==> config.mk <==
export PLATFORM = sky130hd
export DESIGN_NAME = decompressor
export DESIGN_NICKNAME = d
export VERILOG_FILES = /design/src/rtl/decompressor.sv
export SDC_FILE = /design/constraint.sdc
export NUM_CORES = 1
export LEC_CHECK = 0
export CAP_MARGIN = 25
export CORE_ASPECT_RATIO = 0.8
export CORE_MARGIN = 3
export CORE_UTILIZATION = 32
export CTS_CLUSTER_SIZE = 16
export DETAILED_ROUTE_END_ITERATION = 7
export PLACE_DENSITY_LB_ADDON = 0.2
export SLEW_MARGIN = 40
export SYNTH_ARGS = -nofsm -noshare
export SYNTH_HDL_FRONTEND = slang
export SYNTH_SLANG_ARGS = --single-unit
==> constraint.sdc <==
create_clock -name clk -period 8.46 [get_ports clk]
set_input_delay 1.692 -clock clk [delete_from_list [all_inputs] [get_ports clk]]
set_output_delay 1.692 -clock clk [all_outputs]
set_load 0.02 [all_outputs]
==> src/rtl/decompressor.sv <==
// Run-length decompressor: fetches compressed words, expands (run, value) pairs
// into a dense byte stream and emits fixed-size packets.
//
// state | meaning
// IDLE  | waiting for start
// RUN   | fetching words and expanding pairs into packets
// DRAIN | last packet transferred, waiting for in-flight words to return
// DONE  | one-cycle decompressor_ack, then back to IDLE
module decompressor #(
   parameter int MEM_BW_BYTES   = 8,
   parameter int PKT_BYTES      = 8,
   parameter int WORD_BUF_DEPTH = 4,
   parameter int L1_BYTES       = 512,
   parameter int L2_BYTES       = 1024,
   parameter int L3_BYTES       = 2048
) (
   input  logic                         clk,
   input  logic                         rst,
   input  logic                         start,
   input  logic [1:0]                   layer_type_in,
   input  logic                         mem_ack,
   output logic                         mem_req,
   input  logic [MEM_BW_BYTES*8-1:0]    mem_data,
   input  logic                         mem_data_valid,
   input  logic                         ifmap_buffer_req,
   output logic                         decompressor_ack,
   output logic [2+PKT_BYTES*8-1:0]     decompress_fifo_packet
);
   localparam int MEM_W     = MEM_BW_BYTES * 8;
   localparam int PAIRS     = MEM_BW_BYTES / 2;
   localparam int PIDX_W    = (PAIRS > 1) ? $clog2(PAIRS) : 1;
   localparam int MAX_BYTES = (L3_BYTES > L2_BYTES) ? ((L3_BYTES > L1_BYTES) ? L3_BYTES : L1_BYTES)
                                                    : ((L2_BYTES > L1_BYTES) ? L2_BYTES : L1_BYTES);
   localparam int CNT_W     = $clog2(MAX_BYTES + 1);
   localparam int FILL_W    = $clog2(PKT_BYTES + 1);
   localparam int BSEL_W    = (PKT_BYTES > 1) ? $clog2(PKT_BYTES) : 1;
   localparam int OCC_W     = $clog2(WORD_BUF_DEPTH + 1);
   localparam int PTR_W     = (WORD_BUF_DEPTH > 1) ? $clog2(WORD_BUF_DEPTH) : 1;

   typedef enum logic [1:0] {IDLE, RUN, DRAIN, DONE} state_t;

   state_t                 state, state_nx;
   logic [CNT_W-1:0]       target, byte_cnt;
   logic [MEM_W-1:0]       word_buf [WORD_BUF_DEPTH];
   logic [PTR_W-1:0]       rd_ptr, wr_ptr;
   logic [OCC_W-1:0]       buf_cnt, outst, stale;
   logic [PIDX_W-1:0]      pair_idx;
   logic [7:0]             rem;
   logic                   rem_loaded;
   logic [PKT_BYTES*8-1:0] pkt_data, data_nx;
   logic [FILL_W-1:0]      fill, base, fill_nx;
   logic                   pkt_valid, pkt_last;

   logic [MEM_W-1:0]       head;
   logic [15:0]            cur_pair;
   logic [7:0]             eff_rem;
   logic [CNT_W-1:0]       slots, left, n_zero, wr_n, byte_nx;
   logic                   xfer, live, can_step, do_zero, do_val, pop, push, pkt_done;
   logic                   ret_stale, ret_live;
   logic [OCC_W+1:0]       occ;

   function automatic logic [PTR_W-1:0] ptr_inc(input logic [PTR_W-1:0] p);
      return (p == PTR_W'(WORD_BUF_DEPTH - 1)) ? '0 : p + 1'b1;
   endfunction

   always_comb begin
      xfer     = pkt_valid && ifmap_buffer_req;
      live     = (state == RUN) && !start && (byte_cnt < target);
      head     = word_buf[rd_ptr];
      cur_pair = head[{pair_idx, 4'b0000} +: 16];
      eff_rem  = rem_loaded ? rem : cur_pair[15:8];
      // a transferring packet frees the whole register in the same cycle
      base     = xfer ? '0 : fill;
      slots    = CNT_W'(PKT_BYTES) - CNT_W'(base);
      left     = target - byte_cnt;
      n_zero   = CNT_W'(eff_rem);
      if (slots < n_zero) n_zero = slots;
      if (left < n_zero)  n_zero = left;
      can_step = live && (buf_cnt != '0) && (base != FILL_W'(PKT_BYTES));
      do_zero  = can_step && (eff_rem != 8'd0);
      do_val   = can_step && (eff_rem == 8'd0);
      wr_n     = do_zero ? n_zero : (do_val ? CNT_W'(1) : '0);
      byte_nx  = byte_cnt + wr_n;
      fill_nx  = base + FILL_W'(wr_n);
      pkt_done = (wr_n != '0) && (fill_nx == FILL_W'(PKT_BYTES));
      pop      = do_val && (pair_idx == PIDX_W'(PAIRS - 1));
      data_nx  = xfer ? '0 : pkt_data;
      if (do_val) data_nx[{base[BSEL_W-1:0], 3'b000} +: 8] = cur_pair[7:0];

      ret_stale = mem_data_valid && (stale != '0);
      ret_live  = mem_data_valid && (stale == '0) && (outst != '0);
      push      = ret_live && live;
      // words from an abandoned layer still hold credit until they return
      occ       = (OCC_W+2)'(outst) + (OCC_W+2)'(stale) + (OCC_W+2)'(buf_cnt);
      mem_req   = live && mem_ack && (occ < (OCC_W+2)'(WORD_BUF_DEPTH));
   end

   always_comb begin
      state_nx = state;
      if (start) begin
         state_nx = RUN;
      end else begin
         case (state)
            IDLE:    state_nx = IDLE;
            RUN:     if (xfer && pkt_last) state_nx = DRAIN;
            DRAIN:   if ((outst == '0) && (stale == '0)) state_nx = DONE;
            DONE:    state_nx = IDLE;
            default: state_nx = IDLE;
         endcase
      end
   end

   always_ff @(posedge clk) begin
      if (push) word_buf[wr_ptr] <= mem_data;
   end

   always_ff @(posedge clk) begin
      if (rst) begin
         state      <= IDLE;
         target     <= '0;
         byte_cnt   <= '0;
         rd_ptr     <= '0;
         wr_ptr     <= '0;
         buf_cnt    <= '0;
         outst      <= '0;
         stale      <= '0;
         pair_idx   <= '0;
         rem        <= '0;
         rem_loaded <= 1'b0;
         pkt_data   <= '0;
         fill       <= '0;
         pkt_valid  <= 1'b0;
         pkt_last   <= 1'b0;
      end else begin
         state <= state_nx;
         if (start) begin
            case (layer_type_in)
               2'd0:    target <= CNT_W'(L1_BYTES);
               2'd1:    target <= CNT_W'(L2_BYTES);
               default: target <= CNT_W'(L3_BYTES);
            endcase
            byte_cnt   <= '0;
            rd_ptr     <= '0;
            wr_ptr     <= '0;
            buf_cnt    <= '0;
            outst      <= '0;
            stale      <= stale + outst - OCC_W'(mem_data_valid && ((stale != '0) || (outst != '0)));
            pair_idx   <= '0;
            rem        <= '0;
            rem_loaded <= 1'b0;
            pkt_data   <= '0;
            fill       <= '0;
            pkt_valid  <= 1'b0;
            pkt_last   <= 1'b0;
         end else begin
            outst <= outst + OCC_W'(mem_req) - OCC_W'(ret_live);
            if (ret_stale) stale <= stale - 1'b1;
            if (push) wr_ptr <= ptr_inc(wr_ptr);
            if (pop)  rd_ptr <= ptr_inc(rd_ptr);
            buf_cnt <= buf_cnt + OCC_W'(push) - OCC_W'(pop);
            if (do_zero) begin
               rem        <= eff_rem - 8'(n_zero);
               rem_loaded <= 1'b1;
            end
            if (do_val) begin
               rem_loaded <= 1'b0;
               pair_idx   <= pop ? '0 : pair_idx + 1'b1;
            end
            byte_cnt <= byte_nx;
            fill     <= fill_nx;
            pkt_data <= data_nx;
            if (pkt_done) begin
               pkt_valid <= 1'b1;
               pkt_last  <= (byte_nx == target);
            end else if (xfer) begin
               pkt_valid <= 1'b0;
               pkt_last  <= 1'b0;
            end
         end
      end
   end

   assign decompressor_ack       = (state == DONE);
   assign decompress_fifo_packet = {pkt_valid, pkt_last, pkt_data};

endmodule

==> results of run 1 <==
-- state kept, by name, indices dropped and copies added (netlist names), 2 cells and up, named ones only --
register	cells
wr_ptr	2
stale	3
rem	8
outst	3
pair_idx	2
state	2
buf_cnt	3
fill	4
target	3
rd_ptr	2
word_buf	256
pkt_data	64
byte_cnt	12
-- final cells by class --
cell class / count / area share [%]
timing repair buffer: 224 / 9.942
tap: 675 / 4.099
sequential: 369 / 48.33
inverter: 43 / 0.7834
clock buffer: 53 / 5.338
multi-input combinational: 774 / 30.33
clock inverter: 20 / 1.178
-- power by group through the flow --
stage	sequential, mW	clock, mW	combinational (mW)
after detailed placement	1.98	0	0.193
after CTS	1.94	1.81	0.194
after global routing	1.94	1.89	0.220
final	1.94	1.76	0.192
after floorplan	1.98	0	0.109
after global placement	1.98	0	0.187
-- routing by layer --
layer	vias to the layer above	track usage (%)	share of wire, %
li1	5074	-	-
met1	5138	21.73	48
met2	216	23.67	46
met3	47	2.690	4.8
met4	0	3.247	1.6
met5	-	0	0
-- placed cells by master, fill, tap and decap left out, types with 9 or more instances in the layout --
cell type | synthesis | final
xnor2_1 | 26 | 25
inv_1 | 43 | 43
nor2b_1 | 17 | 17
a22oi_1 | 14 | 14
fa_1 | 9 | 9
nand3_1 | 73 | 73
nand2_1 | 116 | 112
and2_1 | 18 | 14
edfxtp_1 | 256 | 256
a21oi_1 | 99 | 95
clkinv_2 | 0 | 10
ha_1 | 62 | 62
clkdlybuf4s50_1 | 0 | 138
xor2_1 | 13 | 12
a21o_1 | 17 | 17
dfxtp_1 | 113 | 111
mux2i_1 | 46 | 46
buf_4 | 2 | 83
clkbuf_16 | 0 | 40
mux4_2 | 56 | 56
nor2_1 | 59 | 59
nor3_1 | 20 | 17
-- stage by stage --
step	cells	hold slack, ps	setup slack [ps]	power (mW)
floorplan	1248	431.9	13.32	2.089
global placement	2082	439.1	-406.7	2.168
detailed placement	2082	450.5	-556.9	2.173
CTS	2155	459.1	64.71	3.947
global route	2158	482.2	205.5	4.054
finish	2158	457.3	619.2	3.896
-- what timing repair did --
item / 4_1_cts / 5_1_grt
hold buffers: 0 / 0
buffers inserted: 0 / 3
pin swaps: 0 / 8
setup endpoints to repair: 1 / 3
gates resized for setup: 2 / 10
-- worst max-delay path, delay by kind of cell --
kind	cells	cell delay [ps]
xor gates and xnor gates	1	240
adders and majority gates	5	1420
buffers and inverters	2	300
and+or+nand+nor	11	1510
muxes	2	520
AOI/OAI and AO/OA	11	2580
-- cell families (layout without fill, tap and decap cells) --
group | count (synthesis) | after routing | share of synthesized area (%)
flip-flops | 369 | 369 | 60.01
AND/OR/NAND/NOR | 359 | 359 | 10.77
AO/OA/AOI/OAI | 193 | 193 | 7.502
multiplexers | 106 | 106 | 10.66
buffers and inverters | 105 | 340 | 2.973
adder cells (fa/ha/maj) | 71 | 71 | 5.766
XOR/XNOR | 41 | 41 | 2.302
other | 1 | 4 | 0.02262
-- worst min-delay path by stage --
stage | end | depth (start not counted) | from | slack (ps)
6_report | rem[6] | 2 | rem[6] | 460
5_1_grt | rem[6] | 2 | rem[6] | 480
4_1_cts | rem[6] | 2 | rem[6] | 460
3_5_place_dp | rem[6] | 2 | rem[6] | 450
3_3_place_gp | rem[6] | 2 | rem[6] | 440
2_1_floorplan | rem[6] | 2 | rem[6] | 430
==> impl_metrics.ini, run 1 <==
[run_status]
status = complete, no violations

[layout]
synthToLayoutAreaGrowth_pct = 24.26
fin_nets = 1595
fillers = 4733
diodes = 0
final_area_mm2 = 0.02060
seq_area_mm2 = 0.009957
layout-drive-gt1-share_pct = 16.93
fin_util_pct = 40.86
multiInputGateArea_mm2 = 0.006248

[power]
switching_share_pct = 21.07
p_clk_share_pct = 45.2
p_sw_uw = 820.9
seqPwrFrac_pct = 49.9
power.internal_mw = 3.075
p_leak_nw = 6.990
peakVddDrop_mv = 0.1333
power.density_mw_per_mm2 = 189.1
p_comb_share_pct = 4.9

[route]
drt-wirelength-per-cell_um = 18.92
vias = 10480
avgViaCountPerCell = 4.854
dr.pass1.iters = 5
drc = 0
ant_nets = 0
drt_iter0_markers = 704
wl_um = 40840

[logic_synthesis]
ys_ff_latch = 369
ys_seq_area_share_pct = 60.01
synth-edff-count = 256
yosys.area.top_type_share_pct = 46.37
synthTopCellsByArea = edfxtp_1, dfxtp_1, mux4_2, ha_1, a21oi_1
synth.avg_cell_area_um2 = 13.32
synth_cell_types = 75
synth_area_mm2 = 0.01658
yosysWarnings = 0
yosysTopAreaCell = edfxtp_1
ys.flop_type = edfxtp_1
synthCells = 1245
yosys-top-cells-count = edfxtp_1, nand2_1, dfxtp_1
yosysMostFrequentCell = edfxtp_1
async_flop_share_pct = 0

[setup_path]
slowest_delay_ps = 470
reg2reg_to = pkt_last
reg2reg_depth = 31
cp_max_fo = 6
arrival_ps = 8260
r2r_slack_ps = 750
cp-endpoint = pkt_last
crit_top_cell = ha_1
startpoint = ifmap_buffer_req
worstSetupPathType = input port to register
end_kind = register
start_kind = input port
critical_path_required_ps = 8880
slowest_stage = or4_4

[placement]
port_buffers = 139
dp_hpwl_um = 28310
placed_area_mm2 = 0.01919
gp_congestion = 0.8371

[clock_network]
cts_buffers = 40
cts_tree = done
cts_root_buf = clkbuf_16
path_clk_slew_ps = 60
htree_levels = 2
clockBufferDepth = 3
worstSkewPairLatency_ps = 550
tritoncts_num_sinks = 369

[sta]
worstMarginPinSlew_ps = 774.4
timing.fmax_ghz = 0.1275
fin_worst_skew_ps = 24.80
setup_violations = 0
rsz0062_at_grt = false
finalSetupTns_ps = 0
max-slew-margin-rel_pct = 47.64
finalHoldViolations = 0
slew_violations = 0
finalCritPeriodShare_pct = 92.68
layout_min_cycle_time_ps = 7841

[hold_path]
hold_class = register to register

[global_routing]
grt_start_max_net_pins = 73
antenna_found_initial = 0
grt.total_usage_pct = 15.04
grt_pass1_wl_um = 63750
grt_overflow = 0
grt_pass1_vias = 10890

[floorplan]
die-area_mm2 = 0.05460
io_pins = 140
start_util_pct = 32.88
core-area_mm2 = 0.05042
die_h_um = 209.6
row_count = 73
die_w_um = 260.5

[run]
maxCapViolations = 0
No activity file was read; power rests on OpenSTA's default activity.
==> run 2: changes to the inputs <==
--- a/config.mk
+++ b/config.mk
@@ -11,8 +11,9 @@
 export CORE_UTILIZATION = 32
 export CTS_CLUSTER_SIZE = 16
 export DETAILED_ROUTE_END_ITERATION = 7
+export MAX_ROUTING_LAYER = met4
 export PLACE_DENSITY_LB_ADDON = 0.2
-export SLEW_MARGIN = 40
+export SLEW_MARGIN = 20
 export SYNTH_ARGS = -nofsm -noshare
 export SYNTH_HDL_FRONTEND = slang
 export SYNTH_SLANG_ARGS = --single-unit
==> impl_metrics.ini, run 2 (same netlist as run 1, synthesis figures left out) <==
[run_status]
status = complete, no violations

[layout]
layout_commonest_cell = edfxtp_1
layout_common_cells = edfxtp_1, clkdlybuf4s50_1, nand2_1
layout-drive-gt1-share_pct = 16.75
fin_nets = 1598
largest-register = word_buf
largest_reg_flops = 256
diodes = 0
largestRegisters = word_buf: 256 flops, pkt_data: 64 flops, byte_cnt: 12 flops
synthToLayoutAreaGrowth_pct = 24.53

[clock_network]
cts_hold_buf = 0
path_clk_slew_ps = 60
worstSkewPairLatency_ps = 560
cts_buffers = 40
cts_root_buf = clkbuf_16
clockBufferDepth = 3
tritoncts_num_sinks = 369
htree_levels = 2
cts_tree = done

[floorplan]
io_pins = 140
row_count = 73
die-area_mm2 = 0.05460
core-area_mm2 = 0.05042
die_w_um = 260.5
start_util_pct = 32.88
die_h_um = 209.6

[setup_path]
end_kind = register
crit_family = compound AO/OA/AOI/OAI gates
crit_top_cell = ha_1
arrival_ps = 8320
slowest_delay_ps = 470
cp_max_fo = 6
critical_path_required_ps = 8890
worstSetupPathType = input port to register
slowest_stage = or4_4
r2r_slack_ps = 650
start_kind = input port
cp.buffers_inverters = 4

[hold_path]
hold_class = register to register

[sta]
max-slew-margin-rel_pct = 36.75
layout_min_cycle_time_ps = 7888
finalSetupTns_ps = 0
finalHoldViolations = 0
finalWorstSetupSlack_ps = 572.0
finalCritPeriodShare_pct = 93.24
slew_violations = 0
worstMarginPinSlew_ps = 941.5
fin_worst_skew_ps = 27.75
worst_hold_slack_ps = 452.8
setup_violations = 0
rsz0062_at_grt = false
timing.fmax_ghz = 0.1268

[route]
drt_iter0_markers = 764
wl_um = 40940
drt-wirelength-per-cell_um = 18.99
dr.pass1.iters = 5
vias = 10600
drc = 0
ant_nets = 0
avgViaCountPerCell = 4.917

[placement]
pre_cts_ws_ps = -542.7
gp_congestion = 0.8501
dp_hpwl_um = 28290
port_buffers = 139

[power]
total_power_mw = 3.941
p_leak_nw = 6.996
power.density_mw_per_mm2 = 190.9
peakVddDrop_mv = 0.1301

[global_routing]
antenna_found_initial = 0
grt.total_usage_pct = 15.46
grt_pass1_vias = 10890
grt_overflow = 0
grt_pass1_wl_um = 63640
grt_start_max_net_pins = 73

[run]
maxCapViolations = 0
-- run 2: worst register-to-register path, delay by kind of cell, from the launching register on --
| family | cells | cell delay [ps] |
|---|---|---|
| AO/OA/AOI/OAI | 16 | 3390 |
| XOR/XNOR | 1 | 230 |
| adder cells (fa/ha/maj) | 3 | 850 |
| buffers and inverters | 4 | 710 |
| flip-flops | 1 | 590 |
| multiplexers | 2 | 440 |
| AND/OR/NAND/NOR | 8 | 1490 |
-- run 2: final timing paths --
| path | cells after the start | to | startpoint |
|---|---|---|---|
| max | 34 | pkt_last | ifmap_buffer_req |
| min | 2 | rem[6] | rem[6] |
| max reg2reg | 34 | pkt_last | register |
| min reg2reg | 2 | rem[6] | rem[6] |
-- run 2: power breakdown --
part | switching (mW) | internal [mW]
combinational | 0.0992 | 0.0953
clock | 0.711 | 1.09
sequential | 0.00911 | 1.93
-- run 2: area by class of cell --
cell class / count / area [um^2]
repair buffers: 227 / 2067
well taps: 675 / 844.6
fillers: 4773 / 29770
multi-input cells: 774 / 6247
inverters: 43 / 161.4
clock inverters: 19 / 294.0
flip-flops and latches: 369 / 9957
clock buffers: 49 / 1075
-- run 2: metal layers --
metal  track usage, %  wire (um)
met5                -          0
met4            3.381        652
met3            2.606       1685
met2            23.72      18710
met1            21.61      19890
-- run 2: what timing repair did --
action,4_1_cts,5_1_grt
endpoints found under the setup margin,0,4
resized for setup,0,12
hold endpoints to repair,0,0
setup buffers,0,6
-- run 2: metrics by stage --
stage               area [um^2]  std cells  utilization (%)
detailed placement        19180       2082            38.05
CTS                       20550       2150            40.76
floorplan                 16640       1248                -
global route              20650       2156            40.95
global placement          19180       2082            38.05
finish                    20650       2156            40.95
==> run 3: changes to the inputs <==
--- a/config.mk
+++ b/config.mk
@@ -13,6 +13,7 @@
 export DETAILED_ROUTE_END_ITERATION = 7
 export MAX_ROUTING_LAYER = met4
 export PLACE_DENSITY_LB_ADDON = 0.2
+export SKIP_LAST_GASP = 1
 export SLEW_MARGIN = 20
 export SYNTH_ARGS = -nofsm -noshare
 export SYNTH_HDL_FRONTEND = slang
==> results of run 3 <==
No change in the layout: final DEF, timing and power equal those of run 2.
